<file path="config.mk">
export PLATFORM = sky130hd
export DESIGN_NAME = weight_update_ctrl
export DESIGN_NICKNAME = d
export VERILOG_FILES = /design/src/rtl/weight_update_ctrl.sv
export SDC_FILE = /design/constraint.sdc
export NUM_CORES = 1
export LEC_CHECK = 0
export ABC_AREA = 1
export CAP_MARGIN = 20
export CORE_MARGIN = 10
export CORE_UTILIZATION = 50
export CTS_CLUSTER_DIAMETER = 120
export DETAILED_ROUTE_END_ITERATION = 16
export DONT_BUFFER_PORTS = 1
export HOLD_SLACK_MARGIN = 0.15
export MAX_ROUTING_LAYER = met4
export PLACE_DENSITY = 0.74
export SLEW_MARGIN = 20
export SYNTH_ARGS = -nofsm -noshare
export SYNTH_HDL_FRONTEND = slang
export SYNTH_SLANG_ARGS = --single-unit
</file>
<file path="constraint.sdc">
create_clock -name clk -period 2.5 [get_ports clk]
set_input_delay 0.25 -clock clk [delete_from_list [all_inputs] [get_ports clk]]
set_output_delay 0.25 -clock clk [all_outputs]
set_load 0.03 [all_outputs]
</file>
<file path="src/rtl/weight_update_ctrl.sv">
// rtl/weight_update_ctrl.sv - STDP read-modify-write sweep sequencer with inference read-port priority
module weight_update_ctrl #(
    parameter int M     = 784,
    parameter int W     = 24,
    parameter int AW    = 10,
    parameter int A_POS = 64,
    parameter int A_NEG = 32,
    parameter int WMAX  = 65536,
    parameter int WMIN  = -65536
) (
    input  logic          clk,
    input  logic          rst,
    input  logic          start_update,
    output logic          busy,
    output logic          done_update,
    input  logic          inf_req,
    input  logic [AW-1:0] inf_addr,
    output logic          inf_rvalid,
    output logic [AW-1:0] ram_addr_r,
    input  logic [W-1:0]  ram_data_r,
    input  logic          pre_bit,
    output logic [AW-1:0] ram_addr_w,
    output logic [W-1:0]  ram_data_w,
    output logic          ram_we
);

    typedef enum logic [1:0] {
        IDLE = 2'd0,
        RD   = 2'd1,
        WB   = 2'd2,
        DONE = 2'd3
    } state_t;

    localparam logic [AW-1:0]   LAST_IDX = AW'(M - 1);
    localparam logic signed [W:0] POS_STEP = (W + 1)'(A_POS);
    localparam logic signed [W:0] NEG_STEP = (W + 1)'(A_NEG);
    localparam logic signed [W:0] MAX_X    = (W + 1)'(WMAX);
    localparam logic signed [W:0] MIN_X    = (W + 1)'(WMIN);

    state_t        state, state_nxt;
    logic [AW-1:0] idx, idx_nxt;

    logic signed [W:0] wext;
    logic signed [W:0] sum;
    logic [W-1:0]      new_w;

    // One guard bit is enough: |weight| < 2^(W-1) and the steps are small.
    always_comb begin
        wext = {ram_data_r[W-1], ram_data_r};
        sum  = pre_bit ? (wext + POS_STEP) : (wext - NEG_STEP);
        if (sum > MAX_X) begin
            new_w = MAX_X[W-1:0];
        end else if (sum < MIN_X) begin
            new_w = MIN_X[W-1:0];
        end else begin
            new_w = sum[W-1:0];
        end
    end

    // Inference always wins the read port, in every state.
    assign ram_addr_r = inf_req ? inf_addr : idx;

    always_ff @(posedge clk) begin
        if (rst) begin
            state      <= IDLE;
            idx        <= '0;
            inf_rvalid <= 1'b0;
        end else begin
            state      <= state_nxt;
            idx        <= idx_nxt;
            inf_rvalid <= inf_req;
        end
    end

    always_comb begin
        state_nxt   = state;
        idx_nxt     = idx;
        busy        = (state != IDLE);
        done_update = 1'b0;
        ram_we      = 1'b0;
        ram_addr_w  = '0;
        ram_data_w  = '0;
        case (state)
            IDLE: begin
                if (start_update) begin
                    state_nxt = RD;
                    idx_nxt   = '0;
                end
            end
            RD: begin
                if (!inf_req) begin
                    state_nxt = WB;
                end
            end
            WB: begin
                // Read data for idx is consumed here, so a grant this cycle is harmless.
                ram_we     = 1'b1;
                ram_addr_w = idx;
                ram_data_w = new_w;
                if (idx == LAST_IDX) begin
                    state_nxt = DONE;
                end else begin
                    idx_nxt   = idx + AW'(1);
                    state_nxt = RD;
                end
            end
            DONE: begin
                done_update = 1'b1;
                state_nxt   = IDLE;
            end
            default: begin
                state_nxt = IDLE;
            end
        endcase
    end

endmodule

</file>
## After elaboration in Yosys (flattened, before gate mapping)

Cells that the tools add are included.

| word-level totals | value |
|---|---|
| register bits after elaboration | 13 |
| logic and storage cells | 35 |
| output and inout port bits | 48 |
| bits of input ports | 39 |

| cells by class | value |
|---|---|
| add/subtract/negate cells | 3 |
| magnitude comparators | 2 |
| equal/unequal tests | 7 |
| reductions and logical operators | 5 |
| mux-type cells | 15 |

Operators with widths:

| operator | number |
|---|---|
| 24-bit two-way mux | 3 |
| 10-bit two-way mux | 4 |
| 24-bit by 8-bit adder with 25-bit output (second input constant) | 1 |
| 25-bit by 18-bit > comparator with 1-bit output (second input constant) | 1 |
| 25-bit by 17-bit < comparator with 1-bit output (second input constant) | 1 |
| 25-bit two-way mux | 1 |
| 24-bit by 7-bit subtractor with 25-bit output (second input constant) | 1 |
| 10-bit one-hot mux with 2 select lines | 1 |
| 10-bit by 1-bit adder with 10-bit output (second input constant) | 1 |
| 10-bit equality test (second input constant) | 1 |
| 2-bit one-hot mux with 4 select lines | 1 |
| 2-bit two-way mux | 3 |
| 2-bit inequality test (second input constant) | 3 |
| 2-bit equality test (second input constant) | 2 |
| 2-bit nonzero test | 2 |
| 3-bit AND reduction | 1 |
| 2-bit by 1-bit equality test with 1-bit output (second input constant) | 1 |
| 2-bit zero test | 1 |
| 1-bit two-way mux | 2 |
| 2-bit AND reduction | 1 |

## Depth between registers and ports, before layout

Gate-level depths: netlist of run 1.

| depth | value |
|---|---|
| word-level depth | 6 |
| gate-level depth with buffers | 18 |
| mapped depth without buffers | 17 |

## Worst setup path after synthesis of run 1

Ideal clock, no wire load.

| path | value |
|---|---|
| kind | input to output |
| start point | in ram_data_r[6] |
| end point | out ram_data_w[10] |
| path slack | 305 ps |
| arrival time | 1945 ps |
| path buffers | 1 |
| data required time | 2250 ps |
| stages on the path | 15 |
| path through | inv_1 ha_1 or2_2 nand2_1 nand2_1 nor2_1 nand2_1 nor2_1 nand3_1 nand2_1 nand3_1 nand2_2 nand2_4 buf_6 nor2_2 |

| between the ends | value |
|---|---|
| cells in the longest elaborated chain, start to end | 6 |
| elaborated cells on any way between the ends | 8 |
| those cells by class | 2 x add/sub; 2 x order compare; 4 x mux |

Ends and longest elaborated chain:

| item | RTL line | RTL |
|---|---|---|
| from (decl) | 20 | `input logic [W-1:0] ram_data_r,` |
| 24-bit by 7-bit subtractor with 25-bit output / 24-bit by 8-bit adder with 25-bit output (equally long branches) | 50 | `sum = pre_bit ? (wext + POS_STEP) : (wext - NEG_STEP);` |
| 25-bit two-way mux (*) | 50 |  |
| 25-bit by 17-bit < comparator with 1-bit output | 53 | `end else if (sum < MIN_X) begin` |
| 24-bit two-way mux | 53 |  |
| 24-bit two-way mux (*) | 51 | `if (sum > MAX_X) begin` |
| 24-bit two-way mux (*) | 83 | `case (state)` |
| to (decl) | 23 | `output logic [W-1:0] ram_data_w,` |

Every way passes the cells marked *; elsewhere a longest branch is shown, timed or not.

## Worst setup path in the final report of run 1

| path | value |
|---|---|
| start point | in ram_data_r[6] |
| end point | out ram_data_w[12] |

Same word-level chain as after synthesis.

==> results of run 1 <==
flip-flops by register name, summed over array words and instances (netlist names):
name and cells:
state 2, idx 10, inf_rvalid 1
logic make-up (layout without fill, tap and decap cells):
family | Yosys count | after routing | share of synthesized area
compound gates | 30 | 30 | 0.0736
xor+xnor | 1 | 1 | 0.00390
fa+ha+maj | 5 | 5 | 0.0279
buf+inv | 65 | 80 | 0.120
flops | 13 | 13 | 0.116
simple gates | 325 | 327 | 0.658
repair_timing:
action	4_1_cts	5_1_grt
setup endpoints to repair	0	16
endpoints found under the hold margin	6	0
gates resized for setup	0	27
hold buffers	2	0
cell type report:
type	count	area [sq um]
timing repair buffer	20	155
fill	443	1770
inverter	56	214
clock buffer	4	45.0
multi-input combinational	363	1840
tap	52	65.1
sequential	13	260
Yosys cell counts:
| library cell | count | area share |
|---|---|---|
| a211oi_1 | 4 | 0.013 |
| inv_1 | 53 | 0.089 |
| nor3_1 | 7 | 0.016 |
| nand2_1 | 151 | 0.25 |
| clkbuf_1 | 2 | 0.0033 |
| buf_2 | 3 | 0.0067 |
| nand4_1 | 6 | 0.017 |
| o21ai_1 | 1 | 0.0022 |
| nor3_2 | 1 | 0.0045 |
| nor2_4 | 4 | 0.020 |
| a21oi_1 | 8 | 0.018 |
| buf_6 | 3 | 0.015 |
| dfxtp_1 | 13 | 0.12 |
| nand2_4 | 3 | 0.015 |
| o21ai_0 | 16 | 0.036 |
| nor4_1 | 3 | 0.0084 |
| nand3_1 | 40 | 0.089 |
| ha_1 | 5 | 0.028 |
| nand4_2 | 2 | 0.011 |
| inv_2 | 3 | 0.0050 |
| buf_1 | 1 | 0.0017 |
| nand3b_1 | 4 | 0.013 |
| xor2_1 | 1 | 0.0039 |
| nor2_2 | 16 | 0.045 |
| or2_2 | 2 | 0.0056 |
| nand2_2 | 8 | 0.022 |
| o211a_1 | 1 | 0.0045 |
| nand3_2 | 3 | 0.013 |
| nor2_1 | 75 | 0.13 |
per-stage QoR:
step                      power [mW]  area, sq um  worst slack (ns)
final                          0.733         2580             0.176
after global routing           0.782         2580           -0.0256
after CTS                      0.714         2450             0.126
after detailed placement       0.522         2380             0.131
after floorplan                0.475         2240             0.305
after global placement         0.517         2380             0.164
placed cells by master (no fill, tap or decap):
cell / instances
clkinvlp_4: 1
nor3_2: 1
xor2_1: 1
nor4_1: 3
o21ai_0: 16
nand2_8: 2
nor3_1: 7
ha_1: 4
inv_2: 3
nor2_2: 11
nand3b_1: 4
nor2_1: 70
nand4_1: 6
nand2_2: 12
o211a_1: 1
nand2_4: 3
ha_2: 1
inv_1: 52
o21ai_1: 1
nand3_2: 6
nor2_4: 14
a21oi_1: 8
nand2_1: 147
a211oi_1: 4
nand4_2: 2
dlygate4sd3_1: 2
clkbuf_8: 3
buf_4: 18
nand3_1: 37
or2_2: 2
clkbuf_1: 1
dfxtp_1: 13
worst min-delay path by stage:
stage	to	slack, ns	cells past startpoint
final	state[0]	0.20	2
after floorplan	state[0]	0.32	1
after global routing	state[0]	0.23	2
after CTS	state[0]	0.20	2
after detailed placement	idx[9]	0.33	1
after global placement	inf_rvalid	0.32	1
where the power goes:
part	internal, mW	switching (mW)
sequential	0.217	0.0109
combinational	0.0939	0.221
clock	0.113	0.0774
total	0.424	0.309
per-layer routing:
layer,global-route usage,wire [microns]
met5,-,0
met4,0.0604,167
met3,0.0506,708
met2,0.325,3670
met1,0.202,2820
==> impl_metrics.yaml, run 1 <==
placed_design:
  place_inst: 500
  place.gp.congestion: 0.943
  port_buffers: 0
  dp_hpwl_microns: 5930
synth:
  syn-num-nets: 483
  yosys_register_bits: 13
  syn_avg_cell_area_sq_um: 5.11
  syn-cell-area_sq_um: 2240
  yosysUniqueCellTypes: 29
  yosysWarnings: 0
  syn-instance-count: 439
  ys_seq_area_frac: 0.116
run:
  maxCapViolCount: 0
setup_path:
  startpoint_type: "input pin"
  r2r-start: "state[0]"
  slowest_delay_ns: 0.22
  crit_buf_inv: 1
  criticalPathCategory: "input pin to output pin"
  cpMostUsedCell: "nand2_1"
  worstPathMaxFanout: 8
  worstSetupEndpointType: "output pin"
  rr_endpoint: "idx[8]"
  slowest_stage: "ha_1"
  crit_chain: "clkinvlp_4 > ha_1 > nand2_2 > nand2_1 > nor2_4 > nand3_2 > nand2_1 > nand2_1 > nand2_2 > nand3_1 > nor2_2 > nand3_2 > nand2_2 > nand2_1 > nor2_4"
  ff2ff_path_depth: 10
  crit_start: "ram_data_r[6]"
  r2r_slack_ns: 0.45
  path_delay_family: "simple AND/OR/NAND/NOR gates"
  cp.required_ns: 2.25
  crit_cells: 15
  crit_end: "ram_data_w[12]"
  arrival_ns: 2.07
global_route:
  antenna_found_initial: 0
  grt_pass1_wl_microns: 11800
  grt_max_degree: 23
  gr-usage-all-layers: 0.188
  grt_pass1_vias: 2643
  grt_remaining_overflow: 0
clock_tree:
  clkTransAtPathRegs_ns: 0.05
  cts_tree: "yes"
  cts_max_level: 1
  root_buffer: "clkbuf_8"
  clockBufferDepth: 2
  numCtsBuffers: 3
  cts_num_sinks: 13
  insertion_delay_ns: 0.25
  post-cts-setup-buffers: 0
pwr:
  ir_drop_mv: 0.128
  power.density_nw_per_um2: 284
  leakagePower_nw: 1.23
routing:
  vias: 2770
  drt_iter0_markers: 143
  drc_errors: 0
  drt_wl_total_microns: 7370
  ant_nets: 0
  routedWlPerCell_microns: 14.5
  vias_per_cell: 5.45
  drtPass1Iterations: 4
die:
  num_rows: 24
  initial_core_util: 0.515
  die_y_microns: 87.0
  die_area_sq_um: 7570
  core_area_sq_um: 4350
  die_x_microns: 87.0
  io_pins: 87
min_path:
  holdCritStartpoint: "inf_req"
  hold_class: "input pin to register"
timing:
  timing.hold.ws_ns: 0.199
  worstMarginPinSlew_ns: 0.596
  min_period_ns: 2.32
  slew_headroom: 0.601
  slew_violations: 0
  tns_ns: 0
  fin_skew_ns: 0.00255
  finalCritPeriodShare: 0.929
  hold_violations: 0
  setup_viol: 0
  max_freq_mhz: 430
finish:
  area_growth_pct: 15.1
  stdcell_count: 508
  post-route-util: 0.593
  drive_above_1_share: 0.173
  fin_nets: 501
  diodes: 0
status:
  status: "completed"
Note: power is estimated with default switching activity, not from simulation.
==> run 2, diff against run 1 <==
Settings changed: CELL_PAD_IN_SITES_DETAIL_PLACEMENT from default to 1, CELL_PAD_IN_SITES_GLOBAL_PLACEMENT from default to 2, CORE_UTILIZATION 50 to 30, PLACE_DENSITY 0.74 to 0.9.
==> impl_metrics.yaml, run 2 (same netlist as run 1, synthesis figures left out) <==
global_route:
  grt_max_degree: 23
  grt_pass1_vias: 2809
  gr-usage-all-layers: 0.152
  grt_pass1_wl_microns: 14100
  grt_remaining_overflow: 0
  antenna_found_initial: 0
routing:
  routedWlPerCell_microns: 16.2
  drtPass1Iterations: 4
  drc_errors: 0
  drt_iter0_markers: 140
  drt_wl_total_microns: 9270
  vias_per_cell: 5.03
  vias: 2876
  ant_nets: 0
finish:
  area_growth_pct: 25.5
  largest_reg_flops: 10
  final_cell_mix: "nand2_1 (145), nor2_1 (69), inv_1 (51)"
  fin_nets: 518
  final_common_cell: "nand2_1"
  regMostFlops: "idx"
  reg_top3: "idx x10, state x2, inf_rvalid x1"
  drive_above_1_share: 0.216
  diodes: 0
  fill_cells: 1038
clock_tree:
  insertion_delay_ns: 0.25
  clkTransAtPathRegs_ns: 0.06
  clockBufferDepth: 2
  cts_tree: "yes"
  root_buffer: "clkbuf_8"
  numCtsBuffers: 3
  cts_num_sinks: 13
  cts_max_level: 1
timing:
  setup_viol: 0
  max_freq_mhz: 418
  fin_skew_ns: 0.000626
  slew_violations: 0
  setup_slack_ns: 0.110
  tns_ns: 0
  finalCritPeriodShare: 0.956
  worstMarginPinSlew_ns: 0.603
  slew_headroom: 0.597
  hold_violations: 0
  min_period_ns: 2.39
pwr:
  leakagePower_nw: 1.35
  power.density_nw_per_um2: 271
  ir_drop_mv: 0.193
die:
  die_x_microns: 106
  num_rows: 31
  die_area_sq_um: 11300
  die_y_microns: 106
  initial_core_util: 0.309
  io_pins: 87
  core_area_sq_um: 7250
placed_design:
  dp_worst_setup_slack_ns: 0.0265
  place.gp.congestion: 0.875
  dp_hpwl_microns: 7410
  port_buffers: 0
setup_path:
  startpoint_type: "input pin"
  worstSetupEndpointType: "output pin"
  cp.required_ns: 2.25
  worstPathMaxFanout: 8
  arrival_ns: 2.14
  criticalPathCategory: "input pin to output pin"
run:
  maxCapViolCount: 0
min_path:
  hold_class: "input pin to register"
status:
  status: "completed"
==> run 2: changes by cell type in the layout (fill, tap and decap cells not counted), moves of 2 or more <==
| cell | previous run | this run |
|---|---|---|
| ha_1 | 4 | 2 |
| nand2_4 | 3 | 5 |
| nor2_4 | 14 | 8 |
| buf_6 | 0 | 2 |
| buf_4 | 18 | 33 |
| ha_4 | 0 | 2 |
| nand2_1 | 147 | 145 |
| nor2_2 | 11 | 18 |
==> run 2: layout make-up <==
| class | instances | area [sq um] | area share |
|---|---|---|---|
| Clock buffer | 4 | 45.0 | 0.0160 |
| Inverter | 56 | 218 | 0.0773 |
| Timing Repair Buffer | 37 | 290 | 0.103 |
| Sequential cell | 13 | 260 | 0.0924 |
| Tap cell | 99 | 124 | 0.0440 |
| Multi-Input combinational cell | 363 | 1880 | 0.667 |
==> run 2: worst max-delay path: stages <==
cell and delay, ns:
clkinvlp_4 0.12, ha_4 0.20, nand2_4 0.07, nand3_2 0.11, nor2_4 0.18, nand4_4 0.11
nand2_1 0.08, nand2_1 0.07, nand2_1 0.07, inv_1 0.04, nor2_1 0.11, nand3_2 0.19
nand2_4 0.17, nand2_1 0.09, nor2_2 0.11, buf_4 0.16
==> run 2: through the flow <==
stage	hold WS (ns)	power (mW)	utilization	cell area, sq um	std cells
6_report	0.196	0.764	0.388	2820	572
5_1_grt	0.203	0.823	0.388	2820	572
4_1_cts	0.189	0.741	0.362	2630	569
3_5_place_dp	0.323	0.542	0.353	2560	563
3_3_place_gp	0.323	0.533	0.353	2560	563
2_1_floorplan	0.319	0.475	-	2240	439
==> run 2: repair_timing <==
action                                  CTS  global route
resized for setup                         0            35
endpoints found under the setup margin    0            16
hold endpoints to repair                  6             0
buffers inserted                          0             1
hold buffers                              2             0
==> run 2: report_power, final <==
group,switching [mW],internal [mW],leakage [nW],total (mW)
Combinational,0.237,0.104,1.22,0.341
Clock,0.0818,0.113,0.0228,0.195
Sequential,0.0113,0.217,0.106,0.228
Total,0.330,0.434,1.35,0.764
==> run 2: path summary, 6_finish.rpt <==
kind | start | end | slack, ns | cells after the start
max | ram_data_r[6] | ram_data_w[10] | 0.11 | 16
min | inf_req | state[0] | 0.20 | 2
max reg2reg | state[0] | idx[8] | 0.37 | 10
min reg2reg | idx[8] | idx[8] | 0.52 | 2
==> run 2: per-layer routing <==
layer / routed length (microns) / part of all wire / GRT usage / vias up
met4: 66 / 0.0071 / 0.0213 / 0
met5: 0 / 0 / - / -
li1: - / - / - / 1448
met1: 4270 / 0.46 / 0.191 / 1347
met3: 625 / 0.067 / 0.0405 / 7
met2: 4310 / 0.46 / 0.243 / 74
==> run 3, diff against run 2 <==
Settings changed: ABC_AREA 1 to default, CORE_UTILIZATION 30 to 33, PLACE_DENSITY 0.9 to 0.89.
==> impl_metrics.yaml, run 3 <==
finish:
  final_cell_mix: "buf_4 (37), nor2_1 (21), and2_1 (17)"
  drive_above_1_share: 0.373
  stdcell_count: 354
  final_common_cell: "buf_4"
  diodes: 0
  area_growth_pct: 47.4
  reg_top3: "idx x10, state x2, inf_rvalid x1"
  stdcell_area_sq_um: 2520
  regMostFlops: "idx"
  fin_nets: 329
  largest_reg_flops: 10
  multi_input_area_sq_um: 1580
  register_area_sq_um: 260
  fill_cells: 622
placed_design:
  place.gp.congestion: 0.888
  dp_hpwl_microns: 5080
  place_inst: 338
  port_buffers: 0
  dpl_cell_area_sq_um: 2120
routing:
  drc_errors: 0
  vias: 1933
  ant_nets: 0
  drt_wl_total_microns: 7040
  drtPass1Iterations: 4
  drt_iter0_markers: 53
  routedWlPerCell_microns: 19.9
  vias_per_cell: 5.46
status:
  violations: "setup timing"
  status: "complete, but fails checks"
synth:
  synthMuxAreaShare: 0.0718
  yosys-top-cells-area: "dfxtp_1 (15%), xor2_1 (7.2%), nor2_1 (6.8%), and2_1 (6.6%), mux2_2 (6.6%)"
  synthXorXnorAreaFrac: 0.133
  synth-simple-area-share: 0.416
  ys_seq_area_frac: 0.152
  synth_edf_count: 0
  synth_compound_area_frac: 0.139
  syn-cell-area_sq_um: 1710
  synthAdderAreaFrac: 0.0367
  yosys-top-cells-count: "nor2_1 (31), and2_1 (18), xor2_1 (14), dfxtp_1 (13), nand2_1 (13)"
  yosys.cell_count.top_type: "nor2_1"
  syn_avg_cell_area_sq_um: 7.29
  syn-instance-count: 234
  synthFlopType: "dfxtp_1"
  synth_top_area_share: 0.152
  synth_top_cell_by_area: "dfxtp_1"
  synth_top_family_by_area: "simple AND/OR/NAND/NOR gates"
  syn-num-nets: 278
  yosys_register_bits: 13
  yosysWarnings: 0
  yosysUniqueCellTypes: 45
  synthArstFlopShare: 0
setup_path:
  worstSetupEndpointType: "output pin"
  arrival_ns: 2.79
  cp.required_ns: 2.25
  worstPathMaxFanout: 25
  criticalPathCategory: "input pin to output pin"
  startpoint_type: "input pin"
  ff2ff_path_depth: 9
  r2r_slack_ns: 0.36
timing:
  worstMarginPinSlew_ns: 0.451
  min_period_ns: 3.04
  rsz0062_at_grt: "yes"
  hold_violations: 0
  fin_skew_ns: 0.00168
  slew_headroom: 0.697
  setup_viol: 17
  max_freq_mhz: 329
  timing.hold.ws_ns: 0.196
  slew_violations: 0
  setup_slack_ns: -0.541
  finalCritPeriodShare: 1.22
die:
  die_x_microns: 91.9
  io_pins: 87
  core_area_sq_um: 5070
  die_y_microns: 91.9
  initial_core_util: 0.336
  die_area_sq_um: 8450
  num_rows: 26
global_route:
  grt_pass1_vias: 2039
  grt_remaining_overflow: 0
  grt_pass1_wl_microns: 10600
  gr-usage-all-layers: 0.152
  antenna_found_initial: 0
  grt_max_degree: 26
clock_tree:
  cts_tree: "yes"
  clkTransAtPathRegs_ns: 0.05
  cts_max_level: 1
  clockBufferDepth: 2
  root_buffer: "clkbuf_8"
  insertion_delay_ns: 0.24
  cts_num_sinks: 13
  numCtsBuffers: 3
pwr:
  ir_drop_mv: 0.214
  power.density_nw_per_um2: 236
  leakagePower_nw: 0.977
min_path:
  hold_class: "input pin to register"
  holdPathStages: 2
run:
  maxCapViolCount: 0
[run 3: changes by cell type after synthesis, sizes merged, moves of 12 or more]
cell | previous run | this run
inv | 56 | 6
xor2 | 1 | 14
nand3 | 43 | 10
xnor2 | 0 | 12
nand2 | 162 | 13
o21ai | 17 | 4
and2 | 0 | 18
nor2 | 95 | 31
[run 3: path summary, 6_finish.rpt]
| path | startpoint | end |
|---|---|---|
| worst max-delay path | pre_bit | ram_data_w[6] |
| worst min-delay path | inf_req | state[0] |
| worst max register to register | state[0] | idx[9] |
| worst min register to register | idx[1] | idx[1] |
[run 3: logic make-up after synthesis]
logic type | count (synthesis)
AO/OA/AOI/OAI | 33
XOR/XNOR | 26
adder cells (fa/ha/maj) | 5
buffers and inverters | 17
flip-flops | 13
multiplexers | 11
AND/OR/NAND/NOR | 129
[run 3: area by class of cell]
cell class	count	area share
timing repair buffer	57	0.208
multi-input combinational	204	0.627
sequential	13	0.103
tap	70	0.0348
inverter	6	0.00895
clock buffer	4	0.0179
[run 3: layer usage]
metal	up-vias	track usage	share of wire
met5	-	-	0
met4	0	0.0231	0.0084
met3	6	0.0383	0.061
met2	57	0.274	0.55
met1	936	0.166	0.38
li1	934	-	-
[run 3: worst max-delay path, stage by stage]
cell,delay (ns)
or4_4,0.56
buf_6,0.14
nor2_2,0.09
buf_6,0.13
a31oi_1,0.09
xor2_1,0.27
nand3_1,0.18
nor4b_4,0.38
a32oi_4,0.18
buf_12,0.18
a211oi_4,0.17
buf_6,0.16
[run 3: per-stage QoR]
stage	setup TNS [ns]	power (mW)	utilization	worst slack (ns)
final	-8.00	0.594	0.496	-0.541
after global routing	-9.00	0.628	0.496	-0.606
after CTS	-5.93	0.582	0.456	-0.416
after detailed placement	-7.81	0.380	0.418	-0.581
after global placement	-7.14	0.376	0.418	-0.522
after floorplan	-7.89	0.350	-	-0.577
[run 3: power breakdown]
part	switching (mW)	internal (mW)
Combinational	0.107	0.0882
Sequential	0.00478	0.210
Clock	0.0712	0.112
Total	0.183	0.411
[run 3: what timing repair did]
item	4_1_cts	5_1_grt
hold buffers	2	0
setup buffers	7	3
hold endpoints to repair	5	0
pin swaps	3	5
cloned	0	1
setup endpoints to repair	17	22
resized for setup	18	32
